--- src/rtl/register_bank_pkg.sv ---
// Shared types and constants for the Flurbie architectural register file.
// Package registers_pkg: default sizing, register index/value types,
// special-register index helpers, cnvz flag bit positions and the Nop word.
package registers_pkg;

  localparam int NR_DEFAULT = 32;
  localparam int W_DEFAULT  = 32;
  localparam int IW_DEFAULT = $clog2(NR_DEFAULT);

  typedef logic [IW_DEFAULT-1:0] regind_t;
  typedef logic [W_DEFAULT-1:0]  regval_t;
  typedef regval_t               regfile_t [NR_DEFAULT];

  localparam regfile_t ZeroRegFile = '{default: '0};

  // cnvz flag bit positions inside the Flags register
  localparam int FLAG_C = 3;
  localparam int FLAG_N = 2;
  localparam int FLAG_V = 1;
  localparam int FLAG_Z = 0;

  localparam regval_t Nop = '0;

  // The two highest registers are the architectural PC and Flags.
  function automatic int pc_index(input int nr);
    return nr - 2;
  endfunction

  function automatic int flags_index(input int nr);
    return nr - 1;
  endfunction

endpackage

--- src/rtl/register_bank_if.sv ---
// Bus bundle between the pipeline (master) and the register bank (slave):
// read ports, general/paired write, PC/Flags update, reservation handshake.
interface register_bank_if #(
  parameter int NR  = 32,
  parameter int NRP = 3,
  parameter int W   = 32
);
  localparam int IW = $clog2(NR);

  logic [IW-1:0]  rd_index [NRP];
  logic [W-1:0]   rd_value [NRP];
  logic [NRP-1:0] busy;

  logic           wr_valid;
  logic [IW-1:0]  wr_index;
  logic [W-1:0]   wr_value;
  logic           wr_has_upper;
  logic [W-1:0]   wr_upper_value;

  logic           pc_write;
  logic [W-1:0]   pc_value;
  logic           flags_write;
  logic [3:0]     flags_value;

  logic           reserve_valid;
  logic [IW-1:0]  reserve_index;
  logic           reserve_pair;
  logic           reserve_ready;

  logic [W-1:0]   pc;
  logic [3:0]     flags;
  logic           underflow;

  modport master (
    output rd_index, wr_valid, wr_index, wr_value, wr_has_upper, wr_upper_value,
           pc_write, pc_value, flags_write, flags_value,
           reserve_valid, reserve_index, reserve_pair,
    input  rd_value, busy, reserve_ready, pc, flags, underflow
  );

  modport slave (
    input  rd_index, wr_valid, wr_index, wr_value, wr_has_upper, wr_upper_value,
           pc_write, pc_value, flags_write, flags_value,
           reserve_valid, reserve_index, reserve_pair,
    output rd_value, busy, reserve_ready, pc, flags, underflow
  );

endinterface

--- src/rtl/register_bank_counter.sv ---
// pending_counter: CW-bit saturating up/down counter tracking outstanding
// writes to one register. A simultaneous inc and dec cancel out.
module pending_counter #(
  parameter int CW = 2
) (
  input  logic          clock,
  input  logic          reset_n,
  input  logic          inc,
  input  logic          dec,
  output logic [CW-1:0] count,
  output logic          at_max,
  output logic          underflow
);

  localparam logic [CW-1:0] MAX = '1;

  assign at_max    = (count == MAX);
  // A lone retire against an empty counter is reported, the count holds at 0
  assign underflow = dec && !inc && (count == '0);

  // Count update: saturate at both ends, cancel on simultaneous inc/dec
  always_ff @(posedge clock or negedge reset_n) begin
    if (!reset_n) begin
      count <= '0;
    end else if (inc && !dec && !at_max) begin
      count <= count + CW'(1);
    end else if (dec && !inc && (count != '0)) begin
      count <= count - CW'(1);
    end
  end

endmodule

--- src/rtl/register_bank.sv ---
// register_bank: Flurbie architectural register file with NRP combinational
// read ports, a general write port with optional paired upper write, dedicated
// PC/Flags update ports and a per-register pending-write scoreboard.
// Optional feature macro: WRITE_BYPASS_EN (same-cycle forwarding of writes to
// rd_value, and busy cleared for a register whose last pending write retires).
module register_bank
  import registers_pkg::*;
#(
  parameter int NR  = NR_DEFAULT,
  parameter int NRP = 3,
  parameter int W   = W_DEFAULT,
  parameter int CW  = 2
) (
  input  logic         clock,
  input  logic         reset_n,
  register_bank_if.slave bus
);

  localparam int IW = $clog2(NR);
  localparam logic [IW-1:0] PC_R    = IW'(pc_index(NR));
  localparam logic [IW-1:0] FLAGS_R = IW'(flags_index(NR));
  localparam logic [IW:0]   NR_X    = (IW+1)'(NR);

  logic [W-1:0]    regs      [NR];
  logic [W-1:0]    regs_next [NR];
  logic [CW-1:0]   cnt       [NR];
  logic [NR-1:0]   inc_v;
  logic [NR-1:0]   dec_v;
  logic [NR-1:0]   at_max_v;
  logic [NR-1:0]   uf_v;
  logic [NR-1:0]   blk;
  logic            underflow_q;

  // Upper indices are one bit wider so NR-1 + 1 never wraps onto r0.
  logic [IW:0]     wr_upper_idx;
  logic [IW:0]     rs_upper_idx;
  logic            upper_ok;
  logic            rs_upper_ok;
  logic            accept;

  assign wr_upper_idx = {1'b0, bus.wr_index} + (IW+1)'(1);
  assign rs_upper_idx = {1'b0, bus.reserve_index} + (IW+1)'(1);
  assign upper_ok     = bus.wr_valid && bus.wr_has_upper && (wr_upper_idx < NR_X);
  assign rs_upper_ok  = bus.reserve_pair && (rs_upper_idx < NR_X);

  // Next register contents: general write, upper write, then PC/Flags ports win
  always_comb begin
    for (int r = 0; r < NR; r++) begin
      regs_next[r] = regs[r];
      if (bus.wr_valid && (bus.wr_index == IW'(r))) begin
        regs_next[r] = bus.wr_value;
      end
      if (upper_ok && (wr_upper_idx == (IW+1)'(r))) begin
        regs_next[r] = bus.wr_upper_value;
      end
    end
    if (bus.pc_write) begin
      regs_next[PC_R] = bus.pc_value;
    end
    regs_next[FLAGS_R][W-1:4] = '0;
    if (bus.flags_write) begin
      regs_next[FLAGS_R][3:0] = bus.flags_value;
    end
    regs_next[0] = '0;
  end

  // Register storage
  always_ff @(posedge clock or negedge reset_n) begin
    if (!reset_n) begin
      for (int r = 0; r < NR; r++) begin
        regs[r] <= '0;
      end
    end else begin
      regs <= regs_next;
    end
  end

  // Reservation is refused if any scoreboarded target is full and not retiring
  assign bus.reserve_ready = !blk[bus.reserve_index] &&
                             !(rs_upper_ok && blk[rs_upper_idx[IW-1:0]]);
  assign accept = bus.reserve_valid && bus.reserve_ready;

  for (genvar r = 0; r < NR; r++) begin : g_sb
    if (r >= 1 && r < NR - 2) begin : g_gen
      assign inc_v[r] = accept &&
                        ((bus.reserve_index == IW'(r)) ||
                         (rs_upper_ok && (rs_upper_idx == (IW+1)'(r))));
      assign dec_v[r] = (bus.wr_valid && (bus.wr_index == IW'(r))) ||
                        (upper_ok && (wr_upper_idx == (IW+1)'(r)));
      assign blk[r]   = at_max_v[r] && !dec_v[r];

      pending_counter #(.CW(CW)) u_cnt (
        .clock     (clock),
        .reset_n   (reset_n),
        .inc       (inc_v[r]),
        .dec       (dec_v[r]),
        .count     (cnt[r]),
        .at_max    (at_max_v[r]),
        .underflow (uf_v[r])
      );
    end else begin : g_fixed
      // r0, PC and Flags are never tracked
      assign inc_v[r]    = 1'b0;
      assign dec_v[r]    = 1'b0;
      assign blk[r]      = 1'b0;
      assign at_max_v[r] = 1'b0;
      assign uf_v[r]     = 1'b0;
      assign cnt[r]      = '0;
    end
  end

  // Sticky underflow flag
  always_ff @(posedge clock or negedge reset_n) begin
    if (!reset_n) begin
      underflow_q <= 1'b0;
    end else if (|uf_v) begin
      underflow_q <= 1'b1;
    end
  end

  for (genvar i = 0; i < NRP; i++) begin : g_rd
    logic [CW-1:0] rc;
    assign rc = cnt[bus.rd_index[i]];
`ifdef WRITE_BYPASS_EN
    assign bus.rd_value[i] = regs_next[bus.rd_index[i]];
    assign bus.busy[i]     = (rc != '0) && !((rc == CW'(1)) && dec_v[bus.rd_index[i]]);
`else
    assign bus.rd_value[i] = regs[bus.rd_index[i]];
    assign bus.busy[i]     = (rc != '0);
`endif
  end

  assign bus.pc        = regs[PC_R];
  assign bus.flags     = regs[FLAGS_R][3:0];
  assign bus.underflow = underflow_q;

endmodule

--- src/flat_wrapper.sv ---
// flat-port wrapper written by rule: the top's interface ports become plain ports
module register_bank_flat import registers_pkg::*;
#(
  parameter int NR  = NR_DEFAULT,
  parameter int NRP = 3,
  parameter int W   = W_DEFAULT,
  parameter int CW  = 2
)
  (clock, reset_n, bus_rd_index, bus_wr_valid, bus_wr_index, bus_wr_value, bus_wr_has_upper, bus_wr_upper_value, bus_pc_write, bus_pc_value, bus_flags_write, bus_flags_value, bus_reserve_valid, bus_reserve_index, bus_reserve_pair, bus_rd_value, bus_busy, bus_reserve_ready, bus_pc, bus_flags, bus_underflow);
  register_bank_if #(.NR(NR), .NRP(NRP), .W(W)) bus_i ();
  input  logic clock;
  input  logic reset_n;
  input wire logic [$bits(bus_i.rd_index)-1:0] bus_rd_index;
  input wire logic [$bits(bus_i.wr_valid)-1:0] bus_wr_valid;
  input wire logic [$bits(bus_i.wr_index)-1:0] bus_wr_index;
  input wire logic [$bits(bus_i.wr_value)-1:0] bus_wr_value;
  input wire logic [$bits(bus_i.wr_has_upper)-1:0] bus_wr_has_upper;
  input wire logic [$bits(bus_i.wr_upper_value)-1:0] bus_wr_upper_value;
  input wire logic [$bits(bus_i.pc_write)-1:0] bus_pc_write;
  input wire logic [$bits(bus_i.pc_value)-1:0] bus_pc_value;
  input wire logic [$bits(bus_i.flags_write)-1:0] bus_flags_write;
  input wire logic [$bits(bus_i.flags_value)-1:0] bus_flags_value;
  input wire logic [$bits(bus_i.reserve_valid)-1:0] bus_reserve_valid;
  input wire logic [$bits(bus_i.reserve_index)-1:0] bus_reserve_index;
  input wire logic [$bits(bus_i.reserve_pair)-1:0] bus_reserve_pair;
  output wire logic [$bits(bus_i.rd_value)-1:0] bus_rd_value;
  output wire logic [$bits(bus_i.busy)-1:0] bus_busy;
  output wire logic [$bits(bus_i.reserve_ready)-1:0] bus_reserve_ready;
  output wire logic [$bits(bus_i.pc)-1:0] bus_pc;
  output wire logic [$bits(bus_i.flags)-1:0] bus_flags;
  output wire logic [$bits(bus_i.underflow)-1:0] bus_underflow;
  assign bus_i.rd_index = {>>{bus_rd_index}};
  assign bus_i.wr_valid = bus_wr_valid;
  assign bus_i.wr_index = bus_wr_index;
  assign bus_i.wr_value = bus_wr_value;
  assign bus_i.wr_has_upper = bus_wr_has_upper;
  assign bus_i.wr_upper_value = bus_wr_upper_value;
  assign bus_i.pc_write = bus_pc_write;
  assign bus_i.pc_value = bus_pc_value;
  assign bus_i.flags_write = bus_flags_write;
  assign bus_i.flags_value = bus_flags_value;
  assign bus_i.reserve_valid = bus_reserve_valid;
  assign bus_i.reserve_index = bus_reserve_index;
  assign bus_i.reserve_pair = bus_reserve_pair;
  assign bus_rd_value = {>>{bus_i.rd_value}};
  assign bus_busy = bus_i.busy;
  assign bus_reserve_ready = bus_i.reserve_ready;
  assign bus_pc = bus_i.pc;
  assign bus_flags = bus_i.flags;
  assign bus_underflow = bus_i.underflow;
  register_bank #(.NR(NR), .NRP(NRP), .W(W), .CW(CW)) u_core (.clock(clock), .reset_n(reset_n), .bus(bus_i));
endmodule
--- config.mk ---
export PLATFORM = sky130hd
export DESIGN_NAME = register_bank_flat
export DESIGN_NICKNAME = d
export VERILOG_FILES = /design/src/rtl/register_bank_pkg.sv /design/src/rtl/register_bank_if.sv /design/src/rtl/register_bank_counter.sv /design/src/rtl/register_bank.sv /design/src/flat_wrapper.sv
export SDC_FILE = /design/constraint.sdc
export NUM_CORES = 2
export LEC_CHECK = 0
export CAP_MARGIN = 15
export CORE_MARGIN = 5
export CORE_UTILIZATION = 30
export CTS_BUF_LIST = sky130_fd_sc_hd__clkbuf_8
export DETAILED_ROUTE_END_ITERATION = 16
export SLEW_MARGIN = 20
export SYNTH_ARGS = -nofsm -noshare
export SYNTH_HDL_FRONTEND = slang
export SYNTH_SLANG_ARGS = --single-unit
--- constraint.sdc ---
create_clock -name clock -period 6.95 [get_ports clock]
set_clock_uncertainty 0.15 [all_clocks]
set_input_delay 1.0425 -clock clock [delete_from_list [all_inputs] [get_ports clock]]
set_output_delay 1.0425 -clock clock [all_outputs]
set_load 0.01 [all_outputs]
==> impl_metrics.py <==
metrics = {
    "cells_and_area": {
        "fin_nets": 7661,
        "fin_cells": 10883,
        "syn2layout_area_growth_pct": 14.3,
        "drive_gt1_share_pct": 18.2,
    },
    "timing": {
        "period_share_pct": 89.4,
        "min_period_ps": 6210,
        "drv_slew": 0,
        "setup-tns-final_ps": 0,
        "setup_viol": 0,
        "worstMarginPinSlew_ps": 1250,
        "max_freq_mhz": 161,
        "rsz0062_at_grt": "false",
        "max_slew_margin_pct": 16.3,
        "hold_violations": 0,
    },
    "die": {
        "die_w_um": 500,
        "start_util_pct": 30.0,
        "die_area_mm2": 0.250,
        "rows": 180,
        "die_h_um": 500,
        "coreArea_mm2": 0.240,
        "io_pins": 270,
    },
    "critical_path": {
        "path_cells": "clkdlybuf4s50_1 > and4_1 > ha_1 > and3b_1 > buf_4 > a22oi_4 > a31oi_1 > mux2i_1 > or3_4 > nand2_1 > and3b_1 > clkdlybuf4s50_1",
        "cp_max_fo": 21,
        "endpoint_kind": "output pin",
        "crit_arrival_ps": 5020,
        "startpoint_type": "input pin",
        "regToRegEndpoint": "u_core.bus.underflow",
        "critical_path.max_stage_delay_ps": 570,
        "slowest_stage": "clkdlybuf4s50_1",
        "crit_path_start": "bus_wr_index[3]",
        "r2r_cells": 11,
        "cp_data_required_time_ps": 5760,
        "r2r_start": "u_core.g_sb[16].g_gen.u_cnt.count[0]",
        "ff2ff_setup_slack_ps": 2990,
        "crit_end": "bus_reserve_ready",
        "crit_type": "in -> out",
    },
    "cts": {
        "cts_max_level": 4,
        "numCtsBuffers": 194,
        "clk_latency_ps": 1010,
        "post_cts_buffers": 0,
        "clkTransAtPathRegs_ps": 60,
        "cts_tree": "done",
        "cts_buffer_depth": 3,
        "cts_num_sinks": 1023,
        "cts_root_buf": "clkbuf_8",
    },
    "synthesis": {
        "yosysWarnings": 0,
        "synth_flop_cell": "dfrtp_1",
        "synthDistinctLibCells": 89,
        "synth_area_leader_cell": "dfrtp_1",
        "yosysTopAreaCellShare_pct": 35.5,
        "netlist_top_cells_count": "nand2_1, dfrtp_1, a22oi_1, clkbuf_1, mux2i_1",
        "syn_avg_cell_area_um2": 9.37,
        "synth_cells": 7693,
        "synth-seq-area-share_pct": 35.5,
        "ys_async_sr_fraction_pct": 100,
        "ys_ff_latch": 1023,
        "yosysMostFrequentCell": "nand2_1",
        "synth_area_leaders": "dfrtp_1, mux4_2, nand2_1, a22oi_1, mux2i_1",
        "synth.net_count": 7834,
        "synth-edff-count": 0,
        "synth_area_mm2": 0.0721,
    },
    "grt": {
        "grt_pass1_vias": 69920,
        "grtUsageTotal_pct": 29.1,
        "grt_pass1_wl_um": 529000,
        "antenna_found_initial": 23,
        "grt_overflow": 0,
        "grt_max_degree": 160,
    },
    "power_and_ir_drop": {
        "p_leak_uw": 0.0360,
        "peakVddDrop_mv": 0.194,
        "power_uw": 21800,
        "power.density_mw_per_mm2": 264,
    },
    "placed_design": {
        "numPortBuffers": 269,
        "placed_cells": 10504,
        "place_hpwl_um": 229000,
        "place.gp.congestion": 0.949,
    },
    "detailed_routing": {
        "vias": 72472,
        "drtAntennaViolNets": 0,
        "drc": 0,
        "drt_first_pass_iters": 9,
        "drt_wl_total_um": 379000,
        "viasPerCell": 6.66,
        "wl_per_cell_um": 34.8,
        "drt_iter0_drc": 11858,
    },
    "min_path": {
        "hp-class": "reg -> reg",
    },
    "job": {
        "cap_violations": 0,
    },
    "status": {
        "status": "complete, no violations",
    },
}
[worst max-delay path, delay by kind of cell]
kind | cells | cell delay [ps]
and+or+nand+nor | 5 | 1770
buffers and inverters | 3 | 1320
AOI/OAI and AO/OA | 2 | 390
adders and majority gates | 1 | 350
muxes | 1 | 140
[cell families (layout without fill, tap and decap cells)]
family | Yosys count | count (layout) | share of synthesized area (%)
mux | 1166 | 1166 | 24.2
compound gates | 2070 | 2070 | 20.9
xor+xnor | 17 | 17 | 0.207
other cells | 0 | 21 | 0
flops | 1023 | 1023 | 35.5
buf+inv | 957 | 941 | 5.38
simple gates | 2452 | 2452 | 13.7
fa+ha+maj | 8 | 8 | 0.139
[how the worst min path moves through the flow]
stage | slack, ps | cells after the start | startpoint | to
6_report | 370 | 2 | u_core.regs[433] | u_core.regs[433]
3_5_place_dp | 350 | 2 | u_core.regs[273] | u_core.regs[273]
2_1_floorplan | 320 | 2 | u_core.regs[383] | u_core.regs[383]
5_1_grt | 390 | 2 | u_core.regs[671] | u_core.regs[671]
4_1_cts | 370 | 2 | u_core.regs[268] | u_core.regs[268]
3_3_place_gp | 340 | 2 | u_core.regs[422] | u_core.regs[422]
[per-stage QoR]
| stage | utilization [%] | hold WS, ps | cell area, um2 | setup slack (ps) |
|---|---|---|---|---|
| 4_1_cts | 34.3 | 365 | 82200 | 735 |
| 3_5_place_dp | 32.5 | 351 | 78100 | 568 |
| 2_1_floorplan | - | 324 | 72100 | 1630 |
| 6_report | 34.3 | 366 | 82400 | 739 |
| 3_3_place_gp | 32.5 | 337 | 78000 | 624 |
| 5_1_grt | 34.3 | 392 | 82300 | 594 |
[layout make-up]
cell class                      count  area, um2
Antenna cell                       21       52.6
Clock buffer                      256       3520
Clock inverter                     97        632
Fill cell                       24166     157000
Inverter                           29        115
Multi-Input combinational cell   5713      43200
Sequential cell                  1023      25600
Tap cell                         3185       3990
Timing Repair Buffer              559       5260
[routing by layer]
layer	track usage, %	part of all wire [%]
met5	0	0.016
met4	20.8	8.6
met3	10.1	13
met2	41.7	42
met1	36.4	36
[sequential cells by signal (all words and copies together) (netlist names)]
signal	flops
u_core.bus.pc	32
u_core.bus.underflow	1
u_core.regs	928
u_core.bus.flags	4
u_core.g_sb.g_gen.u_cnt.count	58
[cells in the final DEF, fill, tap and decap left out, drive strengths merged, types with 10 or more instances in the layout]
| cell type | instances |
|---|---|
| inv | 86 |
| clkdlybuf4s50 | 233 |
| mux4 | 440 |
| nand2 | 2012 |
| o22ai | 25 |
| a211oi | 20 |
| nor2 | 246 |
| and3 | 17 |
| a21o | 14 |
| and2 | 14 |
| nand3 | 31 |
| clkbuf | 256 |
| o211ai | 12 |
| buf | 325 |
| a221o | 147 |
| a2111oi | 13 |
| nand4 | 27 |
| o21ai | 366 |
| a31oi | 33 |
| xnor2 | 11 |
| nor3 | 18 |
| mux2i | 542 |
| a32oi | 10 |
| dfrtp | 1023 |
| nor2b | 21 |
| o221ai | 44 |
| clkinv | 29 |
| diode | 21 |
| mux2 | 184 |
| a21oi | 171 |
| a221oi | 212 |
| a22oi | 950 |
[repair_timing]
action | 4_1_cts | 5_1_grt
hold endpoints to repair | 44 | 0
gates resized for setup | 0 | 0
hold buffers | 1 | 0
[power by group]
part / switching [uW] / internal, uW
sequential: 1640 / 7370
combinational: 3300 / 2930
clock: 3040 / 3490
Note: power is estimated with default switching activity, not from simulation.
